$ cat config.mk
export PLATFORM = sky130hd
export DESIGN_NAME = absorb_flat
export DESIGN_NICKNAME = d
export VERILOG_FILES = /design/src/rtl/absorb_if.sv /design/src/rtl/absorb.sv /design/src/flat_wrapper.sv
export SDC_FILE = /design/constraint.sdc
export NUM_CORES = 1
export LEC_CHECK = 0
export ABC_AREA = 1
export BUFFER_PORTS_ARGS = -buffer_cell sky130_fd_sc_hd__buf_2
export CORE_AREA = 3 3 437 439
export CTS_CLUSTER_SIZE = 12
export DETAILED_ROUTE_END_ITERATION = 10
export DIE_AREA = 0 0 440 442
export PLACE_DENSITY_LB_ADDON = 0.2
export SYNTH_ARGS = -nofsm -noshare
export SYNTH_HDL_FRONTEND = slang
export SYNTH_SLANG_ARGS = --single-unit
$ cat constraint.sdc
create_clock -name clk -period 13.06 [get_ports clk]
set_input_delay 1.306 -clock clk [delete_from_list [all_inputs] [get_ports clk]]
set_output_delay 1.306 -clock clk [all_outputs]
set_load 0.01 [all_outputs]
$ cat src/rtl/absorb_if.sv
// Bundle of the absorb block's message, permutation and output handshakes.
// The slave modport is the absorb block's view; master is the surrounding system.
interface absorb_if #(
    parameter int CWIDTH    = 320,
    parameter int RWIDTH    = 32,
    parameter int LBWIDTH   = 6,
    parameter int CNT_WIDTH = 16
) ();
    logic                 start;
    logic [RWIDTH-1:0]    msg_data;
    logic                 msg_valid;
    logic                 msg_last;
    logic [LBWIDTH-1:0]   msg_last_bits;
    logic                 msg_ready;
    logic                 perm_start;
    logic [RWIDTH-1:0]    perm_r_in;
    logic [CWIDTH-1:0]    perm_c_in;
    logic [RWIDTH-1:0]    perm_r_out;
    logic [CWIDTH-1:0]    perm_c_out;
    logic                 perm_done;
    logic                 out_valid;
    logic                 out_ready;
    logic [RWIDTH-1:0]    r_out;
    logic [CWIDTH-1:0]    c_out;
    logic [CNT_WIDTH-1:0] blocks;
    logic                 busy;

    modport slave (
        input  start, msg_data, msg_valid, msg_last, msg_last_bits,
        input  perm_r_out, perm_c_out, perm_done, out_ready,
        output msg_ready, perm_start, perm_r_in, perm_c_in,
        output out_valid, r_out, c_out, blocks, busy
    );

    modport master (
        output start, msg_data, msg_valid, msg_last, msg_last_bits,
        output perm_r_out, perm_c_out, perm_done, out_ready,
        input  msg_ready, perm_start, perm_r_in, perm_c_in,
        input  out_valid, r_out, c_out, blocks, busy
    );
endinterface

$ cat src/rtl/absorb.sv
// Sponge absorb phase: 10* pads the message, XORs words into the rate and
// drives the external permutation, then offers the final state downstream.
module absorb #(
    parameter int CWIDTH    = 320,
    parameter int RWIDTH    = 32,
    parameter int LBWIDTH   = 6,
    parameter int CNT_WIDTH = 16
) (
    input  logic      clk,
    input  logic      reset,
    absorb_if.slave   bus
);
    typedef enum logic [2:0] {IDLE, ACCEPT, PERM, PWAIT, PAD, DONE} state_t;

    localparam logic [RWIDTH-1:0] MSB = {1'b1, {(RWIDTH-1){1'b0}}};

    state_t               state, state_nxt;
    logic [RWIDTH-1:0]    r_reg;
    logic [CWIDTH-1:0]    c_reg;
    logic [CNT_WIDTH-1:0] blocks_reg;
    logic                 final_f, pad_f;
    logic [RWIDTH-1:0]    padded;
    int unsigned          lbi;

    // Shifts by >= RWIDTH give zero, so oversized last_bits clamp naturally.
    always_comb begin
        lbi    = 32'(bus.msg_last_bits);
        padded = bus.msg_data & ~({RWIDTH{1'b1}} >> lbi);
        if (bus.msg_last && lbi < RWIDTH)
            padded = padded | (MSB >> lbi);
        else if (!bus.msg_last)
            padded = bus.msg_data;
    end

    always_ff @(posedge clk or posedge reset) begin
        if (reset)
            state <= IDLE;
        else
            state <= state_nxt;
    end

    always_comb begin
        state_nxt = state;
        case (state)
            IDLE:    if (bus.start) state_nxt = ACCEPT;
            ACCEPT:  if (bus.msg_valid) state_nxt = PERM;
            PERM:    state_nxt = PWAIT;
            PWAIT:   if (bus.perm_done)
                         state_nxt = final_f ? DONE : (pad_f ? PAD : ACCEPT);
            PAD:     state_nxt = PERM;
            DONE:    if (bus.out_ready) state_nxt = IDLE;
            default: state_nxt = IDLE;
        endcase
    end

    always_ff @(posedge clk or posedge reset) begin
        if (reset) begin
            r_reg      <= '0;
            c_reg      <= '0;
            blocks_reg <= '0;
            final_f    <= 1'b0;
            pad_f      <= 1'b0;
        end else begin
            case (state)
                IDLE: if (bus.start) begin
                    r_reg      <= '0;
                    c_reg      <= '0;
                    blocks_reg <= '0;
                    final_f    <= 1'b0;
                    pad_f      <= 1'b0;
                end
                ACCEPT: if (bus.msg_valid) begin
                    r_reg <= r_reg ^ padded;
                    if (bus.msg_last) begin
                        if (lbi < RWIDTH) final_f <= 1'b1;
                        else              pad_f   <= 1'b1;
                    end
                end
                PWAIT: if (bus.perm_done) begin
                    r_reg      <= bus.perm_r_out;
                    c_reg      <= bus.perm_c_out;
                    blocks_reg <= blocks_reg + CNT_WIDTH'(1);
                end
                PAD: begin
                    r_reg   <= r_reg ^ MSB;
                    pad_f   <= 1'b0;
                    final_f <= 1'b1;
                end
                default: ;
            endcase
        end
    end

    // r_reg/c_reg are frozen in DONE and IDLE, so they double as the held outputs.
    assign bus.msg_ready  = (state == ACCEPT);
    assign bus.perm_start = (state == PERM);
    assign bus.perm_r_in  = r_reg;
    assign bus.perm_c_in  = c_reg;
    assign bus.out_valid  = (state == DONE);
    assign bus.r_out      = r_reg;
    assign bus.c_out      = c_reg;
    assign bus.blocks     = blocks_reg;
    assign bus.busy       = (state != IDLE);
endmodule

$ cat src/flat_wrapper.sv
// flat-port wrapper written by rule: the top's interface ports become plain ports
module absorb_flat 
#(
    parameter int CWIDTH    = 320,
    parameter int RWIDTH    = 32,
    parameter int LBWIDTH   = 6,
    parameter int CNT_WIDTH = 16
)
  (clk, reset, bus_start, bus_msg_data, bus_msg_valid, bus_msg_last, bus_msg_last_bits, bus_perm_r_out, bus_perm_c_out, bus_perm_done, bus_out_ready, bus_msg_ready, bus_perm_start, bus_perm_r_in, bus_perm_c_in, bus_out_valid, bus_r_out, bus_c_out, bus_blocks, bus_busy);
  absorb_if #(.CWIDTH(CWIDTH), .RWIDTH(RWIDTH), .LBWIDTH(LBWIDTH), .CNT_WIDTH(CNT_WIDTH)) bus_i ();
  input  logic clk;
  input  logic reset;
  input wire logic [$bits(bus_i.start)-1:0] bus_start;
  input wire logic [$bits(bus_i.msg_data)-1:0] bus_msg_data;
  input wire logic [$bits(bus_i.msg_valid)-1:0] bus_msg_valid;
  input wire logic [$bits(bus_i.msg_last)-1:0] bus_msg_last;
  input wire logic [$bits(bus_i.msg_last_bits)-1:0] bus_msg_last_bits;
  input wire logic [$bits(bus_i.perm_r_out)-1:0] bus_perm_r_out;
  input wire logic [$bits(bus_i.perm_c_out)-1:0] bus_perm_c_out;
  input wire logic [$bits(bus_i.perm_done)-1:0] bus_perm_done;
  input wire logic [$bits(bus_i.out_ready)-1:0] bus_out_ready;
  output wire logic [$bits(bus_i.msg_ready)-1:0] bus_msg_ready;
  output wire logic [$bits(bus_i.perm_start)-1:0] bus_perm_start;
  output wire logic [$bits(bus_i.perm_r_in)-1:0] bus_perm_r_in;
  output wire logic [$bits(bus_i.perm_c_in)-1:0] bus_perm_c_in;
  output wire logic [$bits(bus_i.out_valid)-1:0] bus_out_valid;
  output wire logic [$bits(bus_i.r_out)-1:0] bus_r_out;
  output wire logic [$bits(bus_i.c_out)-1:0] bus_c_out;
  output wire logic [$bits(bus_i.blocks)-1:0] bus_blocks;
  output wire logic [$bits(bus_i.busy)-1:0] bus_busy;
  assign bus_i.start = bus_start;
  assign bus_i.msg_data = bus_msg_data;
  assign bus_i.msg_valid = bus_msg_valid;
  assign bus_i.msg_last = bus_msg_last;
  assign bus_i.msg_last_bits = bus_msg_last_bits;
  assign bus_i.perm_r_out = bus_perm_r_out;
  assign bus_i.perm_c_out = bus_perm_c_out;
  assign bus_i.perm_done = bus_perm_done;
  assign bus_i.out_ready = bus_out_ready;
  assign bus_msg_ready = bus_i.msg_ready;
  assign bus_perm_start = bus_i.perm_start;
  assign bus_perm_r_in = bus_i.perm_r_in;
  assign bus_perm_c_in = bus_i.perm_c_in;
  assign bus_out_valid = bus_i.out_valid;
  assign bus_r_out = bus_i.r_out;
  assign bus_c_out = bus_i.c_out;
  assign bus_blocks = bus_i.blocks;
  assign bus_busy = bus_i.busy;
  absorb #(.CWIDTH(CWIDTH), .RWIDTH(RWIDTH), .LBWIDTH(LBWIDTH), .CNT_WIDTH(CNT_WIDTH)) u_core (.clk(clk), .reset(reset), .bus(bus_i));
endmodule
==> results of run 1 <==
==> logic make-up after synthesis <==
| family | count (synthesis) | synth area share, % |
|---|---|---|
| XOR/XNOR | 5 | 0.228 |
| AND/OR/NAND/NOR | 1437 | 31.3 |
| AO/OA/AOI/OAI | 55 | 1.55 |
| flip-flops | 373 | 48.5 |
| buffers and inverters | 538 | 18.3 |
| adder cells (fa/ha/maj) | 1 | 0.0651 |
==> per-stage QoR <==
step	cell area (sq um)	hold WS [ns]	setup slack [ns]
floorplan	19200	0.499	1.40
global placement	24900	0.470	8.40
detailed placement	24900	0.477	8.41
CTS	26700	0.489	9.09
global route	26800	0.511	8.83
finish	26800	0.483	9.19
==> how the worst max path moves through the flow <==
stage                                from  cells past startpoint                     to
after floorplan                     reset                      1   u_core.bus.blocks[0]
after global placement          bus_start                      7  u_core.bus.c_out[177]
after detailed placement        bus_start                      7  u_core.bus.c_out[140]
after CTS                 u_core.state[1]                      8  u_core.bus.c_out[137]
after global routing      u_core.state[1]                      8  u_core.bus.c_out[137]
final                           bus_start                      7  u_core.bus.c_out[137]
==> layer usage <==
layer  routed length, microns  GRT usage (%)  vias up
li1                         -              -     8755
met1                    46600           13.5     8947
met2                    53400           18.0      699
met3                     8490           3.49      154
met4                     3360           4.22       32
met5                      219          0.199        -
==> area by class of cell <==
class,instances,area share (%)
antenna,30,0.280
inverter,58,0.859
tap,2495,11.7
clock inverter,22,1.23
multi-input combinational,1498,23.8
timing repair buffer,1139,21.6
clock buffer,75,5.67
sequential,373,34.8
==> cells in the mapped netlist, types with 3 or more instances <==
cell and instances:
a21oi_1 10, buf_2 6, buf_4 392, clkbuf_1 79, dfrtp_1 373, inv_1 53, inv_2 3, nand2_1 961
nand2_2 4, nand3_1 382, nand3b_1 9, nand4_1 7, nor2_1 50, nor3_1 10, o21ai_0 35, o21bai_1 3
o31ai_1 3, or2_2 3, xor2_1 3
==> report_power, final <==
part,internal [mW],switching (mW)
clock,0.932,0.639
sequential,1.47,0.409
combinational,0.730,1.62
==> critical path, cell delays in order <==
cell	delay (ns)
buf_2	0.09
or2_1	0.35
nand2_8	0.65
buf_4	0.79
buf_4	0.84
nand2_1	0.13
nand2_1	0.09
==> impl_metrics.csv, run 1 <==
group,metric,value,unit
clocking,ctsRootBufferMaster,"clkbuf_16",
die,die_y,442,microns
grt,track_usage,11.1,%
die,row_count,159,
grt,grt_pass1_wl,153,mm
sta,period_share,29.6,%
cells_and_area,layout_common_cells,"1119 x buf_2, 961 x nand2_1, 382 x nand3_1",
clocking,cts_setup_buffers,0,
die,die_x,440,microns
die,core_area,188000,sq um
cells_and_area,largest_register_ffs,320,
worst_hold_path,min_path_type,"flop to flop",
detailed_routing,route.detailed.wl_per_inst,19.7,microns
power,finalPower,5.80,mW
cells_and_area,synthToLayoutAreaGrowth,39.3,%
placed_design,dp.cells,5563,
run,maxCapViolations,0,
cells_and_area,nNetsFinal,3521,
logic_synthesis,synthesis.nets,2807,
cells_and_area,layout_commonest_cell,"buf_2",
clocking,h-tree-depth,2,
clocking,hold_buffers,0,
logic_synthesis,synth_edf_count,0,
outcome,status,"completed",
power,power_density,216,nW/um^2
worst_hold_path,min_path_cells,2,
logic_synthesis,netlist_area,19200,sq um
logic_synthesis,netlist_instances,2409,
worst_hold_path,hold_path_startpoint,"u_core.bus.c_out[51]",
cells_and_area,drive_above_1_share,39.3,%
cells_and_area,fillers,21639,
power,irDropWorstVdd,0.162,mV
detailed_routing,route.antenna.remaining_nets,0,
worst_setup_path,worstSetupPathType,"primary input to flop",
sta,fin_tns_setup,0,ns
logic_synthesis,ys_ff_latch,373,
clocking,clkTransAtPathRegs,0.05,ns
grt,grt_pass1_vias,18385,
worst_setup_path,end_kind,"flop",
sta,finClkSkew,0.0207,ns
sta,max_freq,258,MHz
sta,final_hold_viol_count,0,
grt,antenna_found_initial,59,
worst_setup_path,cp.arrival,4.45,ns
detailed_routing,drt-vias-per-instance,3.27,
worst_setup_path,r2r_start,"u_core.state[1]",
detailed_routing,drc,0,
logic_synthesis,yosysTopAreaCell,"dfrtp_1",
sta,tightest_slew,0.975,ns
clocking,ctsResizeCount,0,
logic_synthesis,seq_area_frac_synth,48.5,%
placed_design,routabilityCongestion,0.815,
placed_design,dpl.hpwl,88.2,mm
clocking,insertion_delay,0.67,ns
logic_synthesis,avgSynthCellArea,7.98,sq um
clocking,numCtsBuffers,53,
power,p_leak,15.3,nW
placed_design,place.port_buffers,1120,
cells_and_area,final_cells,5690,
logic_synthesis,yosys_warnings,0,
cells_and_area,multi_input_area,6390,sq um
logic_synthesis,netlist.area_leader.share,48.5,%
sta,finalSetupViolCount,0,
detailed_routing,drt_iter0_drc,1148,
die,initial_core_util,10.2,%
clocking,numClockSinks,373,
worst_setup_path,required,13.64,ns
die,ioPinCount,1121,
detailed_routing,firstDrtPassIters,5,
worst_setup_path,r2r_setup_slack,9.21,ns
worst_setup_path,r2r_cells,8,
worst_setup_path,r2r-end,"u_core.bus.c_out[137]",
clocking,cts_tree,"yes",
logic_synthesis,ys_types,36,
logic_synthesis,ys.flop_type,"dfrtp_1",
sta,grt_setup_unrepaired,"false",
sta,maxSlewViolCount,0,
worst_setup_path,start_kind,"primary input",
grt,grt_max_degree,118,
sta,final.min_clock_period,3.87,ns
clocking,cts_max_path_buffers,3,
worst_setup_path,worstPathMaxFanout,117,
cells_and_area,postLayoutCoreUtil,14.3,%
worst_hold_path,holdPathEnd,"u_core.bus.c_out[51]",
die,dieArea,194000,sq um
grt,grt_overflow,0,
sta,max_slew_margin,35.0,%
detailed_routing,dr_total_vias,18587,
detailed_routing,wirelength,112,mm
logic_synthesis,async_flop_share,100,%
logic_synthesis,synthTopCellsByArea,"dfrtp_1 49%, nand2_1 19%, buf_4 15%",
cells_and_area,regArea,9330,sq um
No activity file was read; power rests on OpenSTA's default activity.
==> inputs of run 2 (changes only) <==
==> constraint.sdc (replaced) <==
create_clock -name clk -period 3.8 [get_ports clk]
set_input_delay 0.38 -clock clk [delete_from_list [all_inputs] [get_ports clk]]
set_output_delay 0.38 -clock clk [all_outputs]
set_load 0.01 [all_outputs]
==> run 2 against run 1 <==
First-iteration DRC count fell by 16%. Worst setup slack got worse by 7.9 ns. Via count rose by 5.7%. Critical endpoint is now u_core.bus.c_out[200]. Largest cell class unchanged. Highest routed layer unchanged.
==> impl_metrics.csv, run 2 (synthesis results as in run 1) <==
group,metric,value,unit
clocking,clkTransAtPathRegs,0.06,ns
die,die_x,440,microns
placed_design,dp.cells,5571,
worst_setup_path,end_kind,"flop",
power,irDropWorstVdd,0.426,mV
sta,finClkSkew,0.0201,ns
die,row_count,159,
grt,grt_pass1_wl,158,mm
worst_setup_path,crit_path_cell_trace,"inv_2, nand2_2, nor2_8, buf_12, nand3_1, nand2_1",
cells_and_area,postLayoutCoreUtil,16.1,%
clocking,numClockSinks,373,
die,dieArea,194000,sq um
outcome,status,"completed",
worst_setup_path,slowest_delay,0.49,ns
cells_and_area,synthToLayoutAreaGrowth,57.5,%
grt,grt_pass1_vias,19837,
cells_and_area,largest_register_ffs,320,
worst_setup_path,slowest_stage,"buf_12",
sta,final.min_clock_period,2.48,ns
clocking,h-tree-depth,2,
cells_and_area,layout_commonest_cell,"buf_2",
die,core_area,188000,sq um
detailed_routing,firstDrtPassIters,5,
sta,period_share,65.4,%
clocking,insertion_delay,0.65,ns
worst_setup_path,required,4.37,ns
worst_setup_path,cp.arrival,3.05,ns
sta,max_slew_margin,21.3,%
sta,maxSlewViolCount,0,
run,maxCapViolations,0,
grt,track_usage,11.3,%
placed_design,dpl.hpwl,89.6,mm
cells_and_area,layout_common_cells,"1119 x buf_2, 961 x nand2_1, 382 x nand3_1",
detailed_routing,route.detailed.wl_per_inst,18.9,microns
sta,final_hold_viol_count,0,
sta,fin_ws,1.32,ns
die,ioPinCount,1121,
sta,tightest_slew,1.18,ns
clocking,cts_tree,"yes",
die,initial_core_util,10.2,%
clocking,numCtsBuffers,51,
grt,antenna_found_initial,53,
placed_design,place.port_buffers,1120,
grt,grt_max_degree,190,
clocking,ctsRootBufferMaster,"clkbuf_16",
placed_design,pre_cts_slack,1.28,ns
detailed_routing,drt-vias-per-instance,3.26,
power,power_density,668,nW/um^2
detailed_routing,drc,0,
sta,finalSetupViolCount,0,
detailed_routing,route.antenna.remaining_nets,0,
sta,max_freq,403,MHz
worst_setup_path,worstPathMaxFanout,189,
detailed_routing,wirelength,114,mm
sta,grt_setup_unrepaired,"false",
placed_design,routabilityCongestion,0.775,
grt,grt_overflow,0,
die,die_y,442,microns
detailed_routing,drt_iter0_drc,959,
worst_setup_path,worstSetupPathType,"flop to flop",
power,p_leak,16.8,nW
detailed_routing,dr_total_vias,19653,
clocking,cts_setup_buffers,0,
sta,holdWs,0.0712,ns
clocking,cts_max_path_buffers,3,
cells_and_area,nNetsFinal,3861,
cells_and_area,drive_above_1_share,35.9,%
worst_hold_path,min_path_type,"primary input to flop",
power,finalPower,20.2,mW
cells_and_area,final_cells,6026,
worst_setup_path,start_kind,"flop",
run 2: report_power, final:
part / internal [mW] / total (mW) / switching, mW
clock network: 3.26 / 5.35 / 2.08
logic: 2.83 / 8.56 / 5.73
registers: 5.04 / 6.33 / 1.29
run 2: critical path, delay by kind of cell, from the launching register on:
| kind | cells | cell delay (ns) |
|---|---|---|
| buffers and inverters | 2 | 0.60 |
| DFF | 1 | 0.44 |
| and+or+nand+nor | 4 | 0.99 |
run 2: path summary, 6_finish.rpt:
path / slack (ns) / from / depth (start not counted) / endpoint
min in group asynchronous: 0.31 / reset / 3 / u_core.bus.c_out[221]
max reg2reg: 1.32 / u_core.state[2] / 6 / u_core.bus.c_out[200]
min: 0.07 / bus_perm_c_out[224] / 3 / u_core.bus.c_out[224]
max: 1.32 / u_core.state[2] / 6 / u_core.bus.c_out[200]
min reg2reg: 0.49 / u_core.bus.c_out[18] / 2 / u_core.bus.c_out[18]
max in group asynchronous: 2.48 / reset / 5 / u_core.bus.c_out[156]
run 2: final cells by class:
cell class,instances,area [sq um]
Multi-Input combinational cell,1498,6390
Clock inverter,30,420
Antenna cell,25,62.6
Fill cell,21380,157000
Sequential cell,373,9330
Tap cell,2495,3120
Timing Repair Buffer,1481,9310
Inverter,58,226
Clock buffer,66,1420
run 2: layer usage:
layer  global-route usage (%)  share of wire [%]  vias up
li1                         -                  -     9443
met1                     14.2                 43     9452
met2                     19.1                 48      591
met3                     2.72                6.1      135
met4                     3.33                2.7       32
met5                        0               0.17        -
run 2: per-stage QoR:
stage | cell area [sq um] | setup TNS, ns
after floorplan | 19200 | -592.37
after global placement | 25000 | 0
after detailed placement | 25000 | 0
after CTS | 30200 | 0
after global routing | 30300 | 0
final | 30300 | 0
run 2: what timing repair did:
action,CTS,global route
hold buffers,334,0
endpoints found under the hold margin,342,0
gates resized for setup,0,0
setup endpoints to repair,0,0
